--- src/rtl/keypad_scan_ctrl_if.sv ---
// CPU-side keypad register interface: posted key code with valid/ack
// handshake, plus debounced held status and sticky overrun flag.
interface keypad_scan_ctrl_if;
  logic [5:0] Key_Code;
  logic       Key_Valid;
  logic       Key_Ack;
  logic       Key_Held;
  logic       Key_Overrun;

  // Scan controller side: produces events, consumes the acknowledge.
  modport master (
    output Key_Code,
    output Key_Valid,
    output Key_Held,
    output Key_Overrun,
    input  Key_Ack
  );

  // Consumer side: reads events, returns the acknowledge pulse.
  modport slave (
    input  Key_Code,
    input  Key_Valid,
    input  Key_Held,
    input  Key_Overrun,
    output Key_Ack
  );
endinterface

--- src/rtl/keypad_scan_ctrl.sv ---
// Keypad scan sequencer: strobes one column at a time, samples rows after a
// settle delay, debounces the first-hit key code across whole scan frames and
// posts one event per newly stable key through a valid/ack register.
module keypad_scan_ctrl #(
  parameter int NUM_COLS       = 4,
  parameter int NUM_ROWS       = 4,
  parameter int SETTLE_CYCLES  = 16,
  parameter int DEBOUNCE_SCANS = 4
) (
  input  logic                Clock,
  input  logic                Reset,
  input  logic                Scan_Enable,
  input  logic [NUM_ROWS-1:0] Keyb_Row_I,
  output logic [NUM_COLS-1:0] Keyb_Col_O,
  keypad_scan_ctrl_if.master  key_if
);

  typedef enum logic [1:0] {IDLE, DRIVE, SAMPLE, EVAL} state_t;

  localparam logic [2:0]  LAST_COL    = 3'(NUM_COLS - 1);
  localparam logic [15:0] SETTLE_LAST = 16'(SETTLE_CYCLES - 1);
  localparam logic [15:0] DB_MAX      = 16'(DEBOUNCE_SCANS);

  state_t      state_q, state_d;
  logic [2:0]  col_q, col_d;
  logic [15:0] settle_q, settle_d;
  logic [15:0] match_q, match_d;
  logic [5:0]  cand_q, cand_d;     // first hit of the frame in progress
  logic [5:0]  prev_q, prev_d;     // candidate of the previous frame
  logic [5:0]  stable_q, stable_d; // debounced key code
  logic [5:0]  code_q, code_d;
  logic        valid_q, valid_d;
  logic        ovr_q, ovr_d;

  logic [2:0]  row_idx;
  logic [5:0]  hit_code;
  logic [15:0] match_next;
  logic        post;
  logic        ack_ok;

  // Key code of the lowest active row on the strobed column (decoder mapping).
  always_comb begin
    row_idx = '0;
    for (int r = NUM_ROWS - 1; r >= 0; r--) begin
      if (Keyb_Row_I[r]) row_idx = 3'(r);
    end
    hit_code = {1'b0, col_q, 2'b00} + {3'b000, row_idx} + 6'd1;
  end

  // Scan sequencing, frame debounce and event posting.
  always_comb begin
    // NOTE: every output of this block gets a default first so no path can hold a value and infer a latch.
    state_d    = state_q;
    col_d      = col_q;
    settle_d   = settle_q;
    match_d    = match_q;
    cand_d     = cand_q;
    prev_d     = prev_q;
    stable_d   = stable_q;
    code_d     = code_q;
    valid_d    = valid_q;
    ovr_d      = ovr_q;
    Keyb_Col_O = '0;
    match_next = '0;
    post       = 1'b0;

    // An acknowledge only counts against a pending event.
    ack_ok = key_if.Key_Ack && valid_q;
    if (ack_ok) begin
      valid_d = 1'b0;
      ovr_d   = 1'b0;
    end

    unique case (state_q)
      IDLE: begin
        if (Scan_Enable) begin
          state_d  = DRIVE;
          col_d    = '0;
          settle_d = '0;
        end
      end
      DRIVE: begin
        Keyb_Col_O = NUM_COLS'(1) << col_q;
        if (settle_q == SETTLE_LAST) state_d = SAMPLE;
        else                         settle_d = settle_q + 16'd1;
      end
      SAMPLE: begin
        Keyb_Col_O = NUM_COLS'(1) << col_q;
        // Scan order is column-major, so the first recorded hit wins.
        if ((cand_q == 6'd0) && (|Keyb_Row_I)) cand_d = hit_code;
        settle_d = '0;
        if (col_q == LAST_COL) begin
          state_d = EVAL;
        end else begin
          col_d   = col_q + 3'd1;
          state_d = DRIVE;
        end
      end
      EVAL: begin
        if (cand_q == prev_q) match_next = (match_q == DB_MAX) ? DB_MAX : match_q + 16'd1;
        else                  match_next = 16'd1;
        match_d = match_next;
        prev_d  = cand_q;
        cand_d  = '0;
        if ((match_next == DB_MAX) && (cand_q != stable_q)) begin
          stable_d = cand_q;
          post     = (cand_q != 6'd0);
        end
        // A new event overrides a same-cycle ack; otherwise a pending event blocks it.
        if (post) begin
          if (!valid_q || ack_ok) begin
            code_d  = cand_q;
            valid_d = 1'b1;
            ovr_d   = 1'b0;
          end else begin
            ovr_d = 1'b1;
          end
        end
        col_d    = '0;
        settle_d = '0;
        state_d  = Scan_Enable ? DRIVE : IDLE;
      end
      default: state_d = IDLE;
    endcase
  end

  // State registers with synchronous reset.
  always_ff @(posedge Clock) begin
    // NOTE: sequential state uses non-blocking assignments so every flop samples pre-edge values.
    if (Reset) begin
      // NOTE: all control state is reset, so a mid-frame reset discards the partial frame.
      state_q  <= IDLE;
      col_q    <= '0;
      settle_q <= '0;
      match_q  <= '0;
      cand_q   <= '0;
      prev_q   <= '0;
      stable_q <= '0;
      code_q   <= '0;
      valid_q  <= 1'b0;
      ovr_q    <= 1'b0;
    end else begin
      state_q  <= state_d;
      col_q    <= col_d;
      settle_q <= settle_d;
      match_q  <= match_d;
      cand_q   <= cand_d;
      prev_q   <= prev_d;
      stable_q <= stable_d;
      code_q   <= code_d;
      valid_q  <= valid_d;
      ovr_q    <= ovr_d;
    end
  end

  assign key_if.Key_Code    = code_q;
  assign key_if.Key_Valid   = valid_q;
  assign key_if.Key_Overrun = ovr_q;
  assign key_if.Key_Held    = (stable_q != 6'd0);

endmodule

--- src/flat_wrapper.sv ---
// flat-port wrapper written by rule: the top's interface ports become plain ports
module keypad_scan_ctrl_flat 
#(
  parameter int NUM_COLS       = 4,
  parameter int NUM_ROWS       = 4,
  parameter int SETTLE_CYCLES  = 16,
  parameter int DEBOUNCE_SCANS = 4
)
  (Clock, Reset, Scan_Enable, Keyb_Row_I, Keyb_Col_O, key_if_Key_Code, key_if_Key_Valid, key_if_Key_Held, key_if_Key_Overrun, key_if_Key_Ack);
  keypad_scan_ctrl_if key_if_i ();
  input  logic Clock;
  input  logic Reset;
  input  logic Scan_Enable;
  input  logic [NUM_ROWS-1:0] Keyb_Row_I;
  output logic [NUM_COLS-1:0] Keyb_Col_O;
  output wire logic [$bits(key_if_i.Key_Code)-1:0] key_if_Key_Code;
  output wire logic [$bits(key_if_i.Key_Valid)-1:0] key_if_Key_Valid;
  output wire logic [$bits(key_if_i.Key_Held)-1:0] key_if_Key_Held;
  output wire logic [$bits(key_if_i.Key_Overrun)-1:0] key_if_Key_Overrun;
  input wire logic [$bits(key_if_i.Key_Ack)-1:0] key_if_Key_Ack;
  assign key_if_Key_Code = key_if_i.Key_Code;
  assign key_if_Key_Valid = key_if_i.Key_Valid;
  assign key_if_Key_Held = key_if_i.Key_Held;
  assign key_if_Key_Overrun = key_if_i.Key_Overrun;
  assign key_if_i.Key_Ack = key_if_Key_Ack;
  keypad_scan_ctrl #(.NUM_COLS(NUM_COLS), .NUM_ROWS(NUM_ROWS), .SETTLE_CYCLES(SETTLE_CYCLES), .DEBOUNCE_SCANS(DEBOUNCE_SCANS)) u_core (.Clock(Clock), .Reset(Reset), .Scan_Enable(Scan_Enable), .Keyb_Row_I(Keyb_Row_I), .Keyb_Col_O(Keyb_Col_O), .key_if(key_if_i));
endmodule
--- config.mk ---
export PLATFORM = sky130hd
export DESIGN_NAME = keypad_scan_ctrl_flat
export DESIGN_NICKNAME = d
export VERILOG_FILES = /design/src/rtl/keypad_scan_ctrl_if.sv /design/src/rtl/keypad_scan_ctrl.sv /design/src/flat_wrapper.sv
export SDC_FILE = /design/constraint.sdc
export NUM_CORES = 1
export LEC_CHECK = 0
export CELL_PAD_IN_SITES_DETAIL_PLACEMENT = 0
export CELL_PAD_IN_SITES_GLOBAL_PLACEMENT = 1
export CORE_MARGIN = 5
export CORE_UTILIZATION = 48
export CTS_CLUSTER_SIZE = 10
export DETAILED_ROUTE_END_ITERATION = 12
export DONT_BUFFER_PORTS = 1
export PLACE_DENSITY = 0.85
export SLEW_MARGIN = 0
export SYNTH_ARGS = -nofsm -noshare
export SYNTH_HDL_FRONTEND = slang
export SYNTH_SLANG_ARGS = --single-unit
export TNS_END_PERCENT = 10
--- constraint.sdc ---
create_clock -name Clock -period 3.59 [get_ports Clock]
set_clock_uncertainty 0.15 [all_clocks]
set_input_delay 0.5385 -clock Clock [delete_from_list [all_inputs] [get_ports Clock]]
set_output_delay 0.5385 -clock Clock [all_outputs]
set_load 0.01 [all_outputs]
After elaboration in Yosys (flattened, before gate mapping):

Cells that the tools add are included.

* bits of input ports: 8
* flip-flop bits (word level): 63
* output and inout bits: 13
* word-level logic and storage cells: 81

* reduce and logical (&&, ||, !) cells: 20
* $add $sub $neg: 5
* mux-type cells: 31
* eq/ne operators: 14
* shift-type cells: 1

Operators by type and width (number)
* $mux W16: 5
* $pmux W16 S3: 1
* $add A16 B1 Y16 const B: 2
* $eq A16 B3 Y1 const B: 2
* $eq A16 B4 Y1 const B: 1
* $mux W2: 7
* $pmux W6 S2: 1
* $reduce_bool A6 Y1: 2
* $mux W1: 11
* $pmux W3 S3: 1
* $pmux W2 S4: 1
* $reduce_and A2 Y1: 4
* $add A5 B2 Y6: 1
* $add A6 B1 Y6 const B: 1
* $eq A6 B6 Y1: 1
* $logic_not A6 Y1: 1
* $mux W3: 2
* $mux W6: 1
* $ne A2 B2 Y1 const B: 3
* $ne A6 B6 Y1: 1
* $reduce_and A3 Y1: 2
* $eq A2 B2 Y1 const B: 2
* $mux W4: 1
* $ne A2 B1 Y1 const B: 2
* other kinds (12): 15

Longest topological paths before layout:

* depth after elaboration: 10
* depth in mapped cells: 10
* mapped depth without buffers: 9

Least setup slack after synthesis:

Ideal clock, no wire load.

* path kind: register to register
* start: register u_core.match_q[0]
* end: register u_core.code_q[0], in the netlist u_core.key_if.Key_Code[0]
* required time: 3.368 ns
* buffers on the path: 1
* arrival: 2.277 ns
* cell stages (with the launch flop): 10
* path slack: 1.091 ns
* cells stage by stage: dfxtp_1 > ha_1 > nand3_2 > or2_1 > o31ai_1 > a41oi_1 > a2111o_1 > buf_2 > nor3_4 > mux2i_1

* cells in the longest elaborated chain, start to end: 9
* elaborated cells between the ends (all ways): 10
* classes of those cells: 1 x add/sub; 2 x eq/ne; 5 x mux; 2 x reduce/logical

RTL lines
* start, declared: line keypad_scan_ctrl.sv:27 `logic [15:0] match_q, match_d;`
* start signal, assigned: line keypad_scan_ctrl.sv:146 `match_q <= match_d;`
* $add A16 B1 Y16 or $eq A16 B3 Y1 (tied branches): line keypad_scan_ctrl.sv:100 `if (cand_q == prev_q) match_next = (match_q == DB_MAX) ? DB_MAX : match_q + 16'd1;`
* $mux W16 (*) (2 in a row): line keypad_scan_ctrl.sv:100
* $mux W16 (*): line keypad_scan_ctrl.sv:74 `unique case (state_q)`
* $eq A16 B3 Y1 (*): line keypad_scan_ctrl.sv:105 `if ((match_next == DB_MAX) && (cand_q != stable_q)) begin`
* $logic_and A1 B1 Y1 (*): line keypad_scan_ctrl.sv:105
* $mux W1 (*): line keypad_scan_ctrl.sv:105
* $mux W1 (*): line keypad_scan_ctrl.sv:74
* $reduce_and A3 Y1 (no source line) (*)
* end signal, assigned: line keypad_scan_ctrl.sv:150 `code_q <= code_d;`
* end, declared: line keypad_scan_ctrl.sv:31 `logic [5:0] code_q, code_d;`

Mark *: on every way between the ends. The rest lies on a longest branch, timed or not. The select of a mux whose other input is x is not followed.
A chain may end at the register's enable or synchronous reset.

Worst setup path after layout:

* start: register u_core.match_q[0]
* end: register u_core.code_q[4], in the netlist u_core.key_if.Key_Code[4]

The elaborated chain is that of the path after synthesis.

==> flow_summary.json <==
{
  "coreArea_um2": 7253,
  "synth_edf_count": 0,
  "r2r_end": "u_core.key_if.Key_Code[4]",
  "max_slew_margin": 0.6028,
  "num-fill-cells": 711,
  "clkSinkCount": 63,
  "worstPathCellList": "inv_1, ha_1, nor4bb_1, and4_1, or3_1, a41oi_1, a2111o_1, nor3_4, mux2i_1",
  "worst_ep_required_time_ns": 3.70,
  "first_iter_violations": 160,
  "syn_inst": 441,
  "cts.path.max_buffers": 2,
  "r2r_start": "u_core.match_q[0]",
  "wl_um": 7415,
  "layout_common_cells": "nor2_1 (65), dfxtp_1 (63), nand2_1 (33)",
  "area_growth_pct": 6.664,
  "critPathTopFamily": "simple AND/OR/NAND/NOR gates",
  "cts.clk_slew.worst_paths_ns": 0.07,
  "syn_area_um2": 3567,
  "fin_setup_tns_ns": 0,
  "groute.usage.overall": 0.1734,
  "root_buffer": "clkbuf_8",
  "yosysWarnings": 0,
  "cts_setup_buffers": 0,
  "holdPathEnd": "u_core.cand_q[1]",
  "maxCapViolations": 0,
  "dp_cells": 524,
  "hold_start": "Reset",
  "cp_data_arrival_time_ns": 3.17,
  "endpoint_kind": "flip-flop",
  "grt_max_degree": 57,
  "numCtsBuffers": 9,
  "utilization": 0.5246,
  "postSynthAreaPerCell_um2": 8.089,
  "clock.fmax_ghz": 0.3270,
  "synth_seq_cells": 63,
  "cp_num_buf_inv": 1,
  "min_delay_path_depth": 1,
  "rows": 31,
  "routedWlPerCell_um": 13.81,
  "grt_pass1_vias": 2814,
  "synth-seq-area-share": 0.3536,
  "place.gp.congestion": 0.8423,
  "cp-start-kind": "flip-flop",
  "io_buffers": 0,
  "timing.final.crit_share": 0.8518,
  "dp_hpwl_um": 5312,
  "reg2reg_slack_ns": 0.53,
  "io_pins": 21,
  "cellLeakagePower_nw": 1.391,
  "route.detailed.drc": 0,
  "avgViaCountPerCell": 5.426,
  "final_cell_area_um2": 3805,
  "synthFlopType": "dfxtp_1",
  "grt_pass1_wl_um": 12810,
  "synth-async-reset-ratio": 0,
  "drtPass1Iterations": 4,
  "dieArea_um2": 9255,
  "setup_viol": 0,
  "initial_core_util": 0.4918,
  "vdd_drop_max_mv": 0.3272,
  "fin_cells": 537,
  "num_vias": 2914,
  "grt.overflow.total": 0,
  "post_dp_cell_area_um2": 3654,
  "fin_nets": 458,
  "power_density_nw_per_um2": 425.6,
  "hold_viol_final": 0,
  "finalPower_w": 0.001619,
  "postSynthNetCount": 463,
  "min_period_ns": 3.058,
  "cts_tree": "yes",
  "num_antenna_cells": 0,
  "final_common_cell": "nor2_1",
  "r2r_cells": 9,
  "ctsHoldBuffers": 0,
  "status": "finished, final reports clean",
  "cts_resized": 0,
  "ant_nets": 0,
  "hp-class": "in2reg",
  "dieHeight_um": 96.21,
  "antenna_found_initial": 0,
  "rsz0062_at_grt": "false",
  "cts_max_level": 3,
  "worstSkewPairLatency_ns": 0.34,
  "critPathMaxStageDelay_ns": 0.45,
  "die_w_um": 96.21,
  "tightest_slew_ns": 0.5913,
  "critPathKind": "reg2reg",
  "critPathMaxFanout": 12,
  "ys_types": 55,
  "final_max_slew_viol_count": 0,
  "layout-drive-gt1-share": 0.06621,
  "crit_slowest_cell": "a2111o_1"
}
==> routing by layer <==
layer	global-route usage	vias to the layer above	share of wire
li1	-	1522	-
met1	0.2321	1346	0.49
met2	0.2760	38	0.46
met3	0.03987	8	0.036
met4	0.05332	0	0.012
met5	0	-	0
==> power breakdown <==
group	leakage (nW)	switching (W)	total [W]	internal, W
clock	0.0809	0.000260	0.000516	0.000256
combinational	0.802	0.000231	0.000358	0.000128
sequential	0.508	0.0000254	0.000745	0.000720
total	1.39	0.000516	0.00162	0.00110
==> logic make-up (layout without fill, tap and decap cells) <==
| group | count (synthesis) | count (layout) | synth area share |
|---|---|---|---|
| mux | 15 | 15 | 0.04209 |
| flops | 63 | 63 | 0.3536 |
| buf+inv | 38 | 35 | 0.04209 |
| fa+ha+maj | 14 | 14 | 0.04911 |
| simple gates | 202 | 202 | 0.2943 |
| compound gates | 76 | 76 | 0.1378 |
| xor+xnor | 33 | 33 | 0.08102 |
==> area by class of cell <==
| class | instances | area, µm² | area share |
|---|---|---|---|
| Inverter | 14 | 52.55 | 0.01381 |
| Clock inverter | 2 | 10.01 | 0.002631 |
| Timing Repair Buffer | 8 | 60.06 | 0.01578 |
| Sequential cell | 63 | 1261 | 0.3315 |
| Tap cell | 99 | 123.9 | 0.03256 |
| Multi-Input combinational cell | 340 | 2156 | 0.5666 |
| Clock buffer | 11 | 141.4 | 0.03716 |
==> worst register-to-register path: stages (launching register included) <==
cell and delay (ns):
dfxtp_1 0.36, inv_1 0.11, ha_1 0.14, nor4bb_1 0.40, and4_1 0.31, or3_1 0.37, a41oi_1 0.08, a2111o_1 0.45
nor3_4 0.38, mux2i_1 0.23
==> worst max path at each step <==
stage                 startpoint                   endpoint  slack [ns]  cells after the start
5_1_grt        u_core.match_q[0]  u_core.key_if.Key_Code[2]        0.23                      9
3_3_place_gp   u_core.match_q[0]  u_core.key_if.Key_Code[3]        0.69                      9
2_1_floorplan  u_core.match_q[0]  u_core.key_if.Key_Code[0]        1.09                      9
4_1_cts        u_core.match_q[0]  u_core.key_if.Key_Code[0]        0.52                      9
3_5_place_dp   u_core.match_q[0]  u_core.key_if.Key_Code[0]        0.56                      9
6_report       u_core.match_q[0]  u_core.key_if.Key_Code[4]        0.53                      9
==> stage by stage <==
stage               hold slack (ns)  worst slack [ns]
floorplan                    0.3061             1.091
global placement             0.3174            0.6947
detailed placement           0.3281            0.5568
CTS                          0.1073            0.5217
global route                 0.1050            0.2287
finish                       0.1232            0.5322
==> registers in the layout (all words and copies together), names as in the netlist <==
name,cells
u_core.key_if.Key_Valid,1
u_core.match_q,16
u_core.prev_q,6
u_core.key_if.Key_Overrun,1
u_core.col_q,3
u_core.cand_q,6
u_core.state_q,2
u_core.settle_q,16
u_core.stable_q,6
u_core.key_if.Key_Code,6
==> synth_stat cells (5+ instances only) <==
cell type	number	area [µm²]
and2_1	6	37.54
nand2_1	33	123.9
xnor2_1	20	175.2
buf_2	6	30.03
nand4_1	5	31.28
and3_1	13	81.33
ha_1	14	175.2
nor3b_1	5	37.54
nand3_1	17	85.08
clkbuf_1	17	63.81
xor2_1	13	113.9
a22oi_1	6	45.04
inv_1	14	52.55
nand2b_1	13	81.33
o21ai_0	14	70.07
nor3_1	11	55.05
dfxtp_1	63	1261
mux2i_1	15	150.1
nor4_1	8	50.05
a21oi_1	30	150.1
nor2_1	65	244.0
No activity file was read; power rests on OpenSTA's default activity.
==> patch: new RTL, config.mk and constraints unchanged <==
Make the reset (`Reset`) asynchronous in one clocked block. Comments in the files are not updated.
--- a/src/rtl/keypad_scan_ctrl.sv
+++ b/src/rtl/keypad_scan_ctrl.sv
@@ -125,7 +125,7 @@
   end
 
   // State registers with synchronous reset.
-  always_ff @(posedge Clock) begin
+  always_ff @(posedge Clock or posedge Reset) begin
     // NOTE: sequential state uses non-blocking assignments so every flop samples pre-edge values.
     if (Reset) begin
       // NOTE: all control state is reset, so a mid-frame reset discards the partial frame.
Formal check against the unedited RTL: differs if Reset is asserted again (counterexample within 4 cycles, from zero or initial values and one cycle with Reset high); with Reset held inactive, the same outputs for 10 cycles.
==> patch against the original RTL <==
Wire length rose by 8.3%. Count of clock-buffer cells in the layout fell by 2. Worst setup slack improved by 0.11 ns. Synthesized area rose by 5.6%. Design area rose by 6.1%. Largest cell class unchanged. Worst hold slack got worse by 0.11 ns. Sequential cell count did not move.
Power is not compared: it rests on default switching activity, and its combinational part moved more than twofold at a synthesized area within 25%.
==> patch: results (changes against the original RTL) <==
Synthesized Nets=433 (-6.5%); DP Wirelength=5710 um (+7.6%); top_reg_cell synth=dfrtp_1; global-route wire length before repair=14200 um (+11%); DRT iter0 DRCs=136 (-15%); Slew headroom=48.6% (-12 points); Tot GR Track Use=17.8% (+0.48 points); vias in the first global route=2923 (+3.9%); Synth area leaders=dfrtp_1 42%, xor2_1 4.9%, ha_1 4.6%; P_leak=1.84 nW; H-tree depth=3 (unchanged); Filler Cell Count=719 (+1.1%); peak fanout along the critical path=9 (-3); ratio of cells with drive above 1 in the final layout=10.3% (+3.7 points); worst hold path type=input port to asynchronous set/reset pin; Worst Path Arrival=3.08 ns (-0.09 ns); sequential area share after synthesis=41.8% (+6.5 points); largest net degree at the start of global routing=36 (-37%); placed cell area=3810 um^2 (+4.3%); Cell variety after synth=50 (-9.1%); status=finished, final reports clean; final WL=8030 um (+8.3%); via density per instance=5.77 (+6.3%); Placer Congestion=0.849 (+0.74%); Post-synth top cells=63 x dfrtp_1, 44 x nand2_1, 34 x nor2_1; Crit. Startpoint=u_core.match_q[0]$_DFFE_PP0P_; reg2reg path depth=8 (-1); Post-synth ARST share=100% (+100 points); nets=423 (-7.6%)
-- patch: cell count changes after synthesis, sizes merged, moves of 12 or more --
| cell | before | now |
|---|---|---|
| o21ai | 15 | 27 |
| dfxtp | 63 | 0 |
| a21oi | 30 | 15 |
| nor2 | 67 | 35 |
| dfrtp | 0 | 63 |
| mux2i | 15 | 3 |
| mux2 | 0 | 13 |
| a22o | 0 | 14 |
-- patch: through the flow --
stage | hold WS (ns) | cells | setup WS, ns | utilization [%]
floorplan | 0.324 | 411 | 1.00 | -
global placement | 0.360 | 492 | 0.744 | 49.6
detailed placement | 0.367 | 492 | 0.655 | 49.6
CTS | 0.0262 | 508 | 0.651 | 52.5
global route | 0.0544 | 508 | 0.512 | 52.5
finish | 0.00894 | 508 | 0.644 | 52.5
-- patch: critical path: stages (launching register included) --
cell	delay, ns
dfrtp_1	0.49
ha_1	0.31
nand2_1	0.15
or4_4	0.51
a211oi_2	0.22
o2111ai_1	0.21
o22ai_2	0.38
and2_1	0.31
a22o_1	0.16
-- patch: logic make-up after synthesis --
group	Yosys count	synth area share [%]
XOR/XNOR	30	6.97
AO/OA/AOI/OAI	85	15.1
AND/OR/NAND/NOR	162	22.1
multiplexers	16	4.68
buffers and inverters	41	4.65
adder cells (fa/ha/maj)	14	4.65
flip-flops	63	41.8
-- patch: layer usage --
| layer | GRT usage (%) | vias to the layer above | wire (um) |
|---|---|---|---|
| li1 | - | 1447 | - |
| met1 | 24.5 | 1429 | 3930 |
| met2 | 28.2 | 43 | 3720 |
| met3 | 3.47 | 11 | 266 |
| met4 | 6.09 | 0 | 107 |
| met5 | 0 | - | 0 |
-- patch: power by group through the flow --
stage | sequential, mW | clock [mW] | combinational [mW]
floorplan | 0.731 | 0 | 0.0545
global placement | 0.741 | 0 | 0.0660
detailed placement | 0.742 | 0 | 0.0662
CTS | 0.727 | 0.725 | 0.0664
global route | 0.729 | 0.768 | 0.0755
finish | 0.728 | 0.707 | 0.0653
-- patch: final cells by class --
cell class	count	area, um^2	share of cell area (%)
clock buffer	9	124	3.07
clock inverter	7	104	2.57
inverter	16	60.1	1.49
multi-input combinational	307	2020	49.9
sequential	63	1580	39.0
tap	102	128	3.16
timing repair buffer	4	30.0	0.743
-- patch: worst paths after layout --
| check | to | slack (ns) |
|---|---|---|
| hold / removal | u_core.settle_q[0]$_DFFE_PP0P_ | 0.009 |
| setup reg to reg | u_core.key_if.Key_Code[0]$_DFFE_PP0P_ | 0.64 |
| setup / recovery | u_core.key_if.Key_Code[0]$_DFFE_PP0P_ | 0.64 |
| max in group asynchronous | u_core.state_q[0]$_DFFE_PP0P_ | 2.37 |
| hold reg to reg | u_core.prev_q[0]$_DFFE_PP0P_ | 0.38 |
| min in group Clock | u_core.key_if.Key_Overrun$_DFF_PP0_ | 0.31 |
